[src/rtl/fifo_write_arbiter_if.sv]
// fifo_write_arbiter_if: requester-side and FIFO-write-side signals of the write arbiter.
interface fifo_write_arbiter_if #(
    parameter int NUM_REQ    = 4,
    parameter int DATA_WIDTH = 32,
    parameter int ID_WIDTH   = 2
);
    logic [NUM_REQ-1:0]            req_valid;
    logic [NUM_REQ*DATA_WIDTH-1:0] req_data;
    logic [NUM_REQ-1:0]            req_ready;
    logic [DATA_WIDTH-1:0]         fifo_data;
    logic                          fifo_valid;
    logic                          fifo_full;
    logic [ID_WIDTH-1:0]           grant_id;
    logic                          busy;
    logic [7:0]                    burst_cnt;

    modport master (
        input  req_valid, req_data, fifo_full,
        output req_ready, fifo_data, fifo_valid, grant_id, busy, burst_cnt
    );

    modport slave (
        output req_valid, req_data, fifo_full,
        input  req_ready, fifo_data, fifo_valid, grant_id, busy, burst_cnt
    );
endinterface

[src/rtl/fifo_write_arbiter.sv]
// fifo_write_arbiter: round-robin, burst-limited sharing of one FIFO write port.
// Data passes through unregistered; only the grant, history and burst count are stored.
module fifo_write_arbiter #(
    parameter int NUM_REQ    = 4,
    parameter int DATA_WIDTH = 32,
    parameter int MAX_BURST  = 8,
    parameter int ID_WIDTH   = 2
) (
    input logic clock,
    input logic rst,
    fifo_write_arbiter_if.master bus
);
    localparam logic [0:0] IDLE  = 1'b0;
    localparam logic [0:0] GRANT = 1'b1;

    logic [0:0]            state;
    logic [ID_WIDTH-1:0]   grant_id;
    logic [ID_WIDTH-1:0]   last_grant;
    logic [ID_WIDTH-1:0]   pick;
    logic [7:0]            burst_cnt;
    logic [DATA_WIDTH-1:0] words [NUM_REQ];
    logic                  busy;
    logic                  cur_valid;
    logic                  xfer;
    logic                  done;

    for (genvar i = 0; i < NUM_REQ; i++) begin : g_unpack
        assign words[i] = bus.req_data[i*DATA_WIDTH +: DATA_WIDTH];
    end

    // Scan from farthest to nearest so the nearest requester after last_grant wins.
    always_comb begin
        pick = '0;
        for (int k = NUM_REQ; k >= 1; k--) begin
            if (bus.req_valid[ID_WIDTH'((int'(last_grant) + k) % NUM_REQ)])
                pick = ID_WIDTH'((int'(last_grant) + k) % NUM_REQ);
        end
    end

    assign busy      = state == GRANT;
    assign cur_valid = bus.req_valid[grant_id];
    assign xfer      = busy && cur_valid && !bus.fifo_full;
    assign done      = busy && (!cur_valid || (xfer && burst_cnt == 8'(MAX_BURST - 1)));

    assign bus.busy       = busy;
    assign bus.grant_id   = grant_id;
    assign bus.burst_cnt  = burst_cnt;
    assign bus.fifo_valid = busy && cur_valid;
    assign bus.fifo_data  = busy ? words[grant_id] : '0;
    assign bus.req_ready  = (busy && !bus.fifo_full) ? NUM_REQ'(1) << grant_id : '0;

    always_ff @(posedge clock or posedge rst) begin
        if (rst) begin
            state      <= IDLE;
            grant_id   <= '0;
            last_grant <= ID_WIDTH'(NUM_REQ - 1);
            burst_cnt  <= '0;
        end else if (!busy) begin
            if (|bus.req_valid) begin
                state    <= GRANT;
                grant_id <= pick;
            end
        end else if (done) begin
            state      <= IDLE;
            last_grant <= grant_id;
            burst_cnt  <= '0;
        end else if (xfer) begin
            burst_cnt <= burst_cnt + 8'd1;
        end
    end
endmodule

[src/flat_wrapper.sv]
// flat-port wrapper written by rule: the top's interface ports become plain ports
module fifo_write_arbiter_flat 
#(
    parameter int NUM_REQ    = 4,
    parameter int DATA_WIDTH = 32,
    parameter int MAX_BURST  = 8,
    parameter int ID_WIDTH   = 2
)
  (clock, rst, bus_req_valid, bus_req_data, bus_fifo_full, bus_req_ready, bus_fifo_data, bus_fifo_valid, bus_grant_id, bus_busy, bus_burst_cnt);
  fifo_write_arbiter_if #(.NUM_REQ(NUM_REQ), .DATA_WIDTH(DATA_WIDTH), .ID_WIDTH(ID_WIDTH)) bus_i ();
  input logic clock;
  input logic rst;
  input wire logic [$bits(bus_i.req_valid)-1:0] bus_req_valid;
  input wire logic [$bits(bus_i.req_data)-1:0] bus_req_data;
  input wire logic [$bits(bus_i.fifo_full)-1:0] bus_fifo_full;
  output wire logic [$bits(bus_i.req_ready)-1:0] bus_req_ready;
  output wire logic [$bits(bus_i.fifo_data)-1:0] bus_fifo_data;
  output wire logic [$bits(bus_i.fifo_valid)-1:0] bus_fifo_valid;
  output wire logic [$bits(bus_i.grant_id)-1:0] bus_grant_id;
  output wire logic [$bits(bus_i.busy)-1:0] bus_busy;
  output wire logic [$bits(bus_i.burst_cnt)-1:0] bus_burst_cnt;
  assign bus_i.req_valid = bus_req_valid;
  assign bus_i.req_data = bus_req_data;
  assign bus_i.fifo_full = bus_fifo_full;
  assign bus_req_ready = bus_i.req_ready;
  assign bus_fifo_data = bus_i.fifo_data;
  assign bus_fifo_valid = bus_i.fifo_valid;
  assign bus_grant_id = bus_i.grant_id;
  assign bus_busy = bus_i.busy;
  assign bus_burst_cnt = bus_i.burst_cnt;
  fifo_write_arbiter #(.NUM_REQ(NUM_REQ), .DATA_WIDTH(DATA_WIDTH), .MAX_BURST(MAX_BURST), .ID_WIDTH(ID_WIDTH)) u_core (.clock(clock), .rst(rst), .bus(bus_i));
endmodule
[config.mk]
export PLATFORM = sky130hd
export DESIGN_NAME = fifo_write_arbiter_flat
export DESIGN_NICKNAME = d
export VERILOG_FILES = /design/src/rtl/fifo_write_arbiter_if.sv /design/src/rtl/fifo_write_arbiter.sv /design/src/flat_wrapper.sv
export SDC_FILE = /design/constraint.sdc
export NUM_CORES = 1
export LEC_CHECK = 0
export BUFFER_PORTS_ARGS = -buffer_cell sky130_fd_sc_hd__buf_2
export CAP_MARGIN = 20
export CORE_MARGIN = 2
export CORE_UTILIZATION = 36
export CTS_BUF_LIST = sky130_fd_sc_hd__clkbuf_16
export DETAILED_ROUTE_END_ITERATION = 10
export PLACE_DENSITY = 0.84
export SYNTH_ARGS = -nofsm -noshare
export SYNTH_HDL_FRONTEND = slang
export SYNTH_SLANG_ARGS = --single-unit
[constraint.sdc]
create_clock -name clock -period 2 [get_ports clock]
set_input_delay 0.2 -clock clock [delete_from_list [all_inputs] [get_ports clock]]
set_output_delay 0.2 -clock clock [all_outputs]
set_load 0.01 [all_outputs]
[Word level (Yosys, flattened, before mapping)]
Index checks and enable logic that the tools add are counted.
Storage, ports and cells
  input bits: 135
  register bits after elaboration: 13
  output and inout bits: 48
Cells by class
  shift operators: 1
  $lt $le $gt $ge: 6
  reductions and logical operators: 13
  muxes and demuxes: 28
  bitwise gates (word level): 2
  $add $sub $neg: 5
  equal/unequal tests: 1
Operators by type and width (count)
  $mux 32: 3
  $bmux 32 s2: 1
  $lt 2x4->1 const B: 4
  $mux 8: 2
  $mux 1: 12
  $bmux 1 s2: 5
  $add 8x1->8 const B: 1
  $eq 8x3->1 const B: 1
  $mux 2: 4
  $reduce_and 2->1: 3
  $logic_and 1x1->1: 5
  $add 2x1->2 const B: 2
  $add 2x2->2 const B: 2
  $mux 4: 1
  $reduce_or 4->1: 1
  $shl 1x2->4 const A: 1
  $ge 3x3->1 const B: 1
  $lt 2x3->1 const B: 1
  $not 2->3: 1
  $logic_not 1->1: 2
  $reduce_bool 2->1: 1
  $logic_or 1x1->1: 1
  $not 1->1: 1

[Depth between registers and ports, before layout]
Gate-level depths: netlist of the first run.
  depth after elaboration: 9
  gate-level depth with buffers: 5
  mapped depth without buffers: 5

[Worst setup path after synthesis of the first run]
No wires, ideal clock.
  path type: reg2out
  from: register u_core.grant_id[0] (netlist: u_core.bus.grant_id[0])
  to: output port bus_fifo_data[10]
  setup slack: 135 ps
  buffers on the path: 2
  stages on the path, launching flop included: 5
  data arrival time: 1665 ps
  data required time: 1800 ps
  cells stage by stage: dfrtp_1 buf_2 buf_4 mux4_2 and2_1
On the way
  cells in the longest elaborated chain, start to end: 5
RTL lines
  start, declared: line fifo_write_arbiter.sv:17  | logic [ID_WIDTH-1:0] grant_id;
  start signal, assigned: line fifo_write_arbiter.sv:61  | grant_id <= pick;
  $not 2->3 (implied by the code): line fifo_write_arbiter.sv:49  | assign bus.fifo_data = busy ? words[grant_id] : '0;
  $bmux 32 s2: line fifo_write_arbiter.sv:49
  $mux 32 (implied by the code) (2 in a row): line fifo_write_arbiter.sv:49
  $mux 32: line fifo_write_arbiter.sv:49
  end, declared: line flat_wrapper.sv:17  | output wire logic [$bits(bus_i.fifo_data)-1:0] bus_fifo_data;
No other way between the ends. The select of a mux whose other input is x is not followed.

[Worst setup path in the final report of the first run]
  from: register u_core.grant_id[0] (netlist: u_core.bus.grant_id[0])
  to: output port bus_fifo_data[1]
The elaborated chain is that of the path after synthesis.

==> qor.txt, run 1 <==
Die width -> 73.8 um
Commonest non-fill, non-tap cell in the layout -> buf_2
Leakage power -> 1.50 nW
Fin. Hold Viols -> 0
WL met3 -> 842 um
Initial antenna violation count -> 5
Buffers and inverters on the worst path -> 2
WHS -> 302 ps
Final period utilization -> 95.9%
Yosys warns -> 0
Mapped Area -> 1750 um^2
Clock Latency Late Sink -> 240 ps
Nets -> 473
CP Capture Type -> output port
Gp weighted congestion -> 0.840
Hold WC Path Type -> primary input to flop
Largest net degree at the start of global routing -> 25
Site Rows -> 25
Inst Count DP -> 384
Clk pin slew, worst setup/hold paths -> 40 ps
VDD IR max -> 0.608 mV
Starting Density -> 37.3%
Syn Nets -> 292
EDFF count, synth -> 0
Post-DRT Antenna Nets -> 0
Buffers on Ports -> 182
Vias in the first global route -> 1981
IO Count -> 183
CTS Root Cell -> clkbuf_16
Crit-path slowest cell -> mux4_2
Rel. slew slack -> 52.6%
Share of cells above drive strength 1 -> 69.3%
Clock skew -> 0.942 ps
Post-synth cell types -> 36
Tmin final -> 1920 ps
Most frequent cells in the layout -> buf_2, mux4_2, and2_1, nand2_1, dfrtp_1
Tot Pwr -> 0.00352 W
Num CTS Buffers -> 3
DR vias/cell -> 5.34
Worst setup SP type -> flop
Ys async rst share -> 100%
Post-Synthesis Cells -> 156
DR iter-0 viols -> 55
RSZ-0062 raised after global routing -> no
Met2 wire len -> 3500 um
Final setup viols -> 0
Die ar. -> 5440 um^2
Crit path DAT -> 1720 ps
Max Fclk -> 522 MHz
Clock sink count -> 13
Area grow syn2layout -> 63.3%
Htree depth -> 1
Final cell count without fillers -> 393
Drc violations -> 0
Worst Setup Path Type -> flop to output port
Overall via count from detail_route -> 2100
Met1 Wirelength -> 2370 um
Die height -> 73.8 um
Clk buf depth -> 2
DR top layer -> met5
Ys flop type -> dfrtp_1
Pre-antenna DRT Iters -> 4
First-pass GRT wire length -> 9300 um
Worst stage delay on the critical path -> 500 ps
CP Max Fanout -> 16
Setup TNS -> 0 ps
Delay-heaviest family, CP -> multiplexers
Post-synthesis register bit count -> 13
Worst path required time -> 1800 ps
Final max-slew violation count -> 0
Core area -> 4690 um^2
CP cell instances -> buf_12 > mux4_2 > and2_1 > buf_2
GRT Overall Usage -> 22.5%
TritonCTS clock tree -> done
GR Overflow Total -> 0
Worst Tran Pin Value -> 704 ps
DP HPWL -> 5860 um
Register area share after synthesis -> 18.7%
Layout Utilization -> 61.0%
Routed WL per cell -> 17.4 um
Total wire length -> 6830 um
Postcts setup bufs -> 0
Status -> finished clean
Synth Area per Inst -> 11.2 um^2
Total of max-cap violations -> 0
Cell area power density -> 1230 nW/um^2
## area by class of cell
| class | instances | area, um^2 |
|---|---|---|
| diodes | 3 | 7.51 |
| clock buffers | 3 | 75.1 |
| clock inverters | 1 | 3.75 |
| fillers | 399 | 1830 |
| inverters | 5 | 18.8 |
| multi-input cells | 124 | 1340 |
| flip-flops and latches | 13 | 329 |
| well taps | 54 | 67.6 |
| repair buffers | 190 | 1020 |
## worst min-delay path, delay by kind of cell
kind / cells / cell delay [ps]
AOI/OAI and AO/OA: 1 / 80
buffers and inverters: 1 / 120
and+or+nand+nor: 1 / 100
## path summary, 6_finish.rpt
check / depth (start not counted) / to / from / slack (ps)
min: 3 / u_core.bus.grant_id[1] / bus_req_valid[2] / 300
max: 4 / bus_fifo_data[1] / u_core.bus.grant_id[0] / 80
max in group asynchronous: 3 / u_core.bus.grant_id[0] / rst / 1110
max reg2reg: 4 / u_core.last_grant[1] / u_core.bus.burst_cnt[3] / 130
min reg2reg: 1 / u_core.bus.burst_cnt[0] / u_core.bus.burst_cnt[0] / 520
min in group asynchronous: 3 / u_core.bus.burst_cnt[6] / rst / 530
## synthesized netlist by cell type, types with 2 or more instances
cell type	n	area, um^2
and2_1	33	206
mux4_2	33	743
dfrtp_1	11	275
nand2_1	10	37.5
clkbuf_1	8	30.0
nor2_1	8	30.0
inv_1	5	18.8
a21oi_1	4	20.0
xor2_1	4	35.0
o21ai_0	3	15.0
and3_1	2	12.5
buf_1	2	7.51
buf_2	2	10.0
buf_4	2	15.0
dfstp_2	2	52.6
mux2_4	2	30.0
mux2i_1	2	20.0
nand3_1	2	10.0
nand4_1	2	12.5
nor4_1	2	12.5
o22ai_1	2	12.5
## cells by family (layout without fill, tap and decap cells)
| family | count (synthesis) | count (layout) | synth area share [%] |
|---|---|---|---|
| xor gates and xnor gates | 4 | 4 | 2.00 |
| adders and majority gates | 1 | 1 | 0.714 |
| buffers and inverters | 19 | 199 | 4.64 |
| DFF | 13 | 13 | 18.7 |
| AOI/OAI and AO/OA | 16 | 16 | 6.50 |
| muxes | 37 | 37 | 45.3 |
| other | 0 | 3 | 0 |
| and+or+nand+nor | 66 | 66 | 22.1 |
## metal layers
layer | global-route usage (%) | vias to the layer above
met4 | 5.05 | 4
met1 | 25.8 | 982
met3 | 8.64 | 14
met2 | 39.7 | 133
met5 | 0 | -
li1 | - | 967
## where the power goes
part	leakage (nW)	internal (W)	switching (W)	total, W
Sequential	0.164	0.000352	0.0000977	0.000449
Combinational	1.29	0.00148	0.00123	0.00270
Clock	0.0423	0.000263	0.000103	0.000365
## registers in the layout, indices dropped and copies added (netlist names)
name	flops
u_core.bus.burst_cnt	8
u_core.bus.grant_id	2
u_core.last_grant	2
u_core.bus.busy	1
## stage by stage
stage | cell area [um^2] | setup WS, ps
after floorplan | 1750 | 135
after global placement | 2740 | 180
after detailed placement | 2740 | 130
after CTS | 2830 | 61.3
after global routing | 2850 | 15.5
final | 2860 | 83.0
## timing repair
action                                  in CTS  in global routing
endpoints found under the setup margin       0                  1
gates resized for setup                      0                  0
hold endpoints to repair                    11                  0
hold buffers                                 1                  0
Note: power is estimated with default switching activity, not from simulation.
==> inputs of run 2 (changes only) <==
--- a/config.mk
+++ b/config.mk
@@ -5,6 +5,7 @@
 export SDC_FILE = /design/constraint.sdc
 export NUM_CORES = 1
 export LEC_CHECK = 0
+export ABC_AREA = 1
 export BUFFER_PORTS_ARGS = -buffer_cell sky130_fd_sc_hd__buf_2
 export CAP_MARGIN = 20
 export CORE_MARGIN = 2
==> run 2 against run 1 <==
- the run now ends with hold timing left
- register-to-register slack improved by 220 ps
- global-route usage increased by 1.6 points
- sequential cell count unchanged
- clock power up 1%
- clock skew is essentially flat
- critical endpoint is now bus_fifo_valid
- largest cell class unchanged
- largest power group unchanged
- highest routed layer is now met4
==> qor.txt, run 2 <==
Xor and xnor fraction of the mapped netlist area -> 1.48%
Postcts setup bufs -> 0
CP Capture Type -> output port
Worst setup SP type -> flop
Met2 wire len -> 3750 um
Most frequent cells in the layout -> buf_2, nand3_1, nand2_1, a22oi_1, a31oi_1
Synth Area in Adders -> 0.703%
Post-synth cell types -> 30
Inst Count DP -> 522
Overall via count from detail_route -> 2916
Area grow syn2layout -> 59.5%
Post-Synthesis Cells -> 289
Mapped Area -> 1780 um^2
Most frequent cells after synthesis -> nand3_1, nand2_1, a22oi_1, a31oi_1, inv_1
Starting Density -> 37.4%
Register area share after synthesis -> 18.4%
Vias in the first global route -> 2438
DR iter-0 viols -> 133
Crit-path most repeated cell -> buf_4
Gp weighted congestion -> 0.949
Ys flop type -> dfrtp_1
Worst Tran Pin Value -> 501 ps
Num CTS Buffers -> 3
Worst Setup Path Type -> flop to output port
Die width -> 74.3 um
Cell area power density -> 1360 nW/um^2
Largest cells by area after synthesis -> nand3_1, dfrtp_1, a22oi_1
GR Overflow Total -> 0
Share of the synthesized area in the top cell type -> 21.4%
Placed Area -> 2750 um^2
Site Rows -> 25
RSZ-0062 raised after global routing -> no
Final cell count without fillers -> 527
Final instance area -> 2840 um^2
First-pass GRT wire length -> 10700 um
Total of max-cap violations -> 0
Crit path DAT -> 1680 ps
Compound-Gate Fraction of Synth Area -> 28.3%
Die height -> 74.3 um
DR top layer -> met4
Clock Latency Late Sink -> 240 ps
Hold WC Path Type -> primary input to asynchronous set/reset pin
CP Max Fanout -> 15
Leakage power -> 1.53 nW
Post-Synth Simple-Gate Area -> 40.5%
CTS Root Cell -> clkbuf_16
Post-DRT Antenna Nets -> 0
Max Fclk -> 532 MHz
Routed WL per cell -> 14.2 um
Final setup viols -> 0
Worst path required time -> 1800 ps
Share of cells above drive strength 1 -> 45.8%
Met1 Wirelength -> 2950 um
Mux cell area share after synthesis -> 0%
Main combinational cell family by area after synthesis -> simple AND/OR/NAND/NOR gates
Clk buf depth -> 2
DR vias/cell -> 5.53
Syn Nets -> 425
Rel. slew slack -> 66.6%
GRT Overall Usage -> 24.2%
CP cell instances -> buf_4 > nor2_2 > buf_4 > nand2_1 > nand4_1 > inv_1 > nor2_1 > buf_2
Failing checks -> hold timing
WL met3 -> 665 um
Status -> complete, but fails checks
Total wire length -> 7460 um
IO Count -> 183
Htree depth -> 1
Largest net degree at the start of global routing -> 48
Largest Register -> u_core.bus.burst_cnt
Clk pin slew, worst setup/hold paths -> 40 ps
Buffers on Ports -> 182
TritonCTS clock tree -> done
Setup TNS -> 0 ps
Post-synth top area cell -> nand3_1
VDD IR max -> 0.607 mV
WHS -> -22.0 ps
Clock skew -> 0.727 ps
Post-synthesis register bit count -> 13
Die ar. -> 5520 um^2
Synth Area per Inst -> 6.16 um^2
Worst stage delay on the critical path -> 390 ps
Final period utilization -> 94.1%
Crit-path slowest cell -> dfrtp_1
Tmin final -> 1880 ps
Core area -> 4750 um^2
Max FFs per register -> 8
Hold_buf cts -> 0
Yosys warns -> 0
Pre-antenna DRT Iters -> 5
Commonest non-fill, non-tap cell in the layout -> buf_2
Fin. Hold Viols -> 11
Top Registers -> u_core.bus.burst_cnt (8), u_core.bus.grant_id (2), u_core.last_grant (2)
Count leader, synth -> nand3_1
DP HPWL -> 5870 um
Drc violations -> 0
Nets -> 596
Clock sink count -> 13
Initial antenna violation count -> 0
Final max-slew violation count -> 0
Ys async rst share -> 100%
EDFF count, synth -> 0
==> run 2: metrics by stage <==
| stage | hold slack [ps] | power [W] | worst slack, ps | utilization [%] |
|---|---|---|---|---|
| 3_3_place_gp | 252 | 0.00342 | 376 | 57.9 |
| 2_1_floorplan | 75.5 | 0.00242 | 392 | - |
| 6_report | -22.0 | 0.00386 | 119 | 59.7 |
| 5_1_grt | 21.2 | 0.00417 | 7.82 | 59.7 |
| 3_5_place_dp | 254 | 0.00346 | 353 | 57.9 |
| 4_1_cts | 1.46 | 0.00384 | 96.7 | 59.6 |
==> run 2: power by group <==
part	total, W	switching [W]	internal (W)
combinational	0.00303	0.00189	0.00115
sequential	0.000457	0.000101	0.000357
clock	0.000369	0.000105	0.000263
total	0.00386	0.00209	0.00177
==> run 2: cell type report <==
cell class                      count  area, um^2
Fill cell                         457        1920
Multi-Input combinational cell    229        1260
Timing Repair Buffer              192        1000
Sequential cell                    13         329
Tap cell                           67        83.8
Inverter                           21        78.8
Clock buffer                        3        75.1
Clock inverter                      1        3.75
Antenna cell                        1        2.50
==> run 2: repair_timing <==
item / in CTS / in global routing
endpoints found under the setup margin: 0 / 3
endpoints found under the hold margin: 0 / 0
resized for setup: 0 / 1
==> run 2: final timing paths <==
path                                         from                       to  slack [ps]  cells after the start
max reg2reg                u_core.bus.grant_id[0]  u_core.bus.burst_cnt[5]         350                      9
max                        u_core.bus.grant_id[0]           bus_fifo_valid         120                      8
min                                           rst  u_core.bus.burst_cnt[5]         -20                      2
min in group clock               bus_req_valid[0]          u_core.bus.busy         430                      5
max in group asynchronous                     rst   u_core.bus.grant_id[1]        1660                      2
min reg2reg                  u_core.last_grant[1]     u_core.last_grant[1]         500                      2
==> run 2: kinds of logic (layout without fill, tap and decap cells) <==
family                     Yosys count  count (layout)
adders and majority gates            1               1
buffers and inverters               47             217
DFF                                 13              13
AOI/OAI and AO/OA                   75              75
other                                0               1
xor gates and xnor gates             3               3
and+or+nand+nor                    150             150
==> run 2: critical path, delay by kind of cell (launching register included) <==
family | cells | cell delay (ps)
and+or+nand+nor | 4 | 450
DFF | 1 | 390
buffers and inverters | 4 | 600
==> run 2: routing by layer <==
layer	global-route usage, %	vias to the layer above
li1	-	1404
met1	30.9	1330
met2	43.0	172
met3	2.44	10
met4	7.34	0
met5	0	-
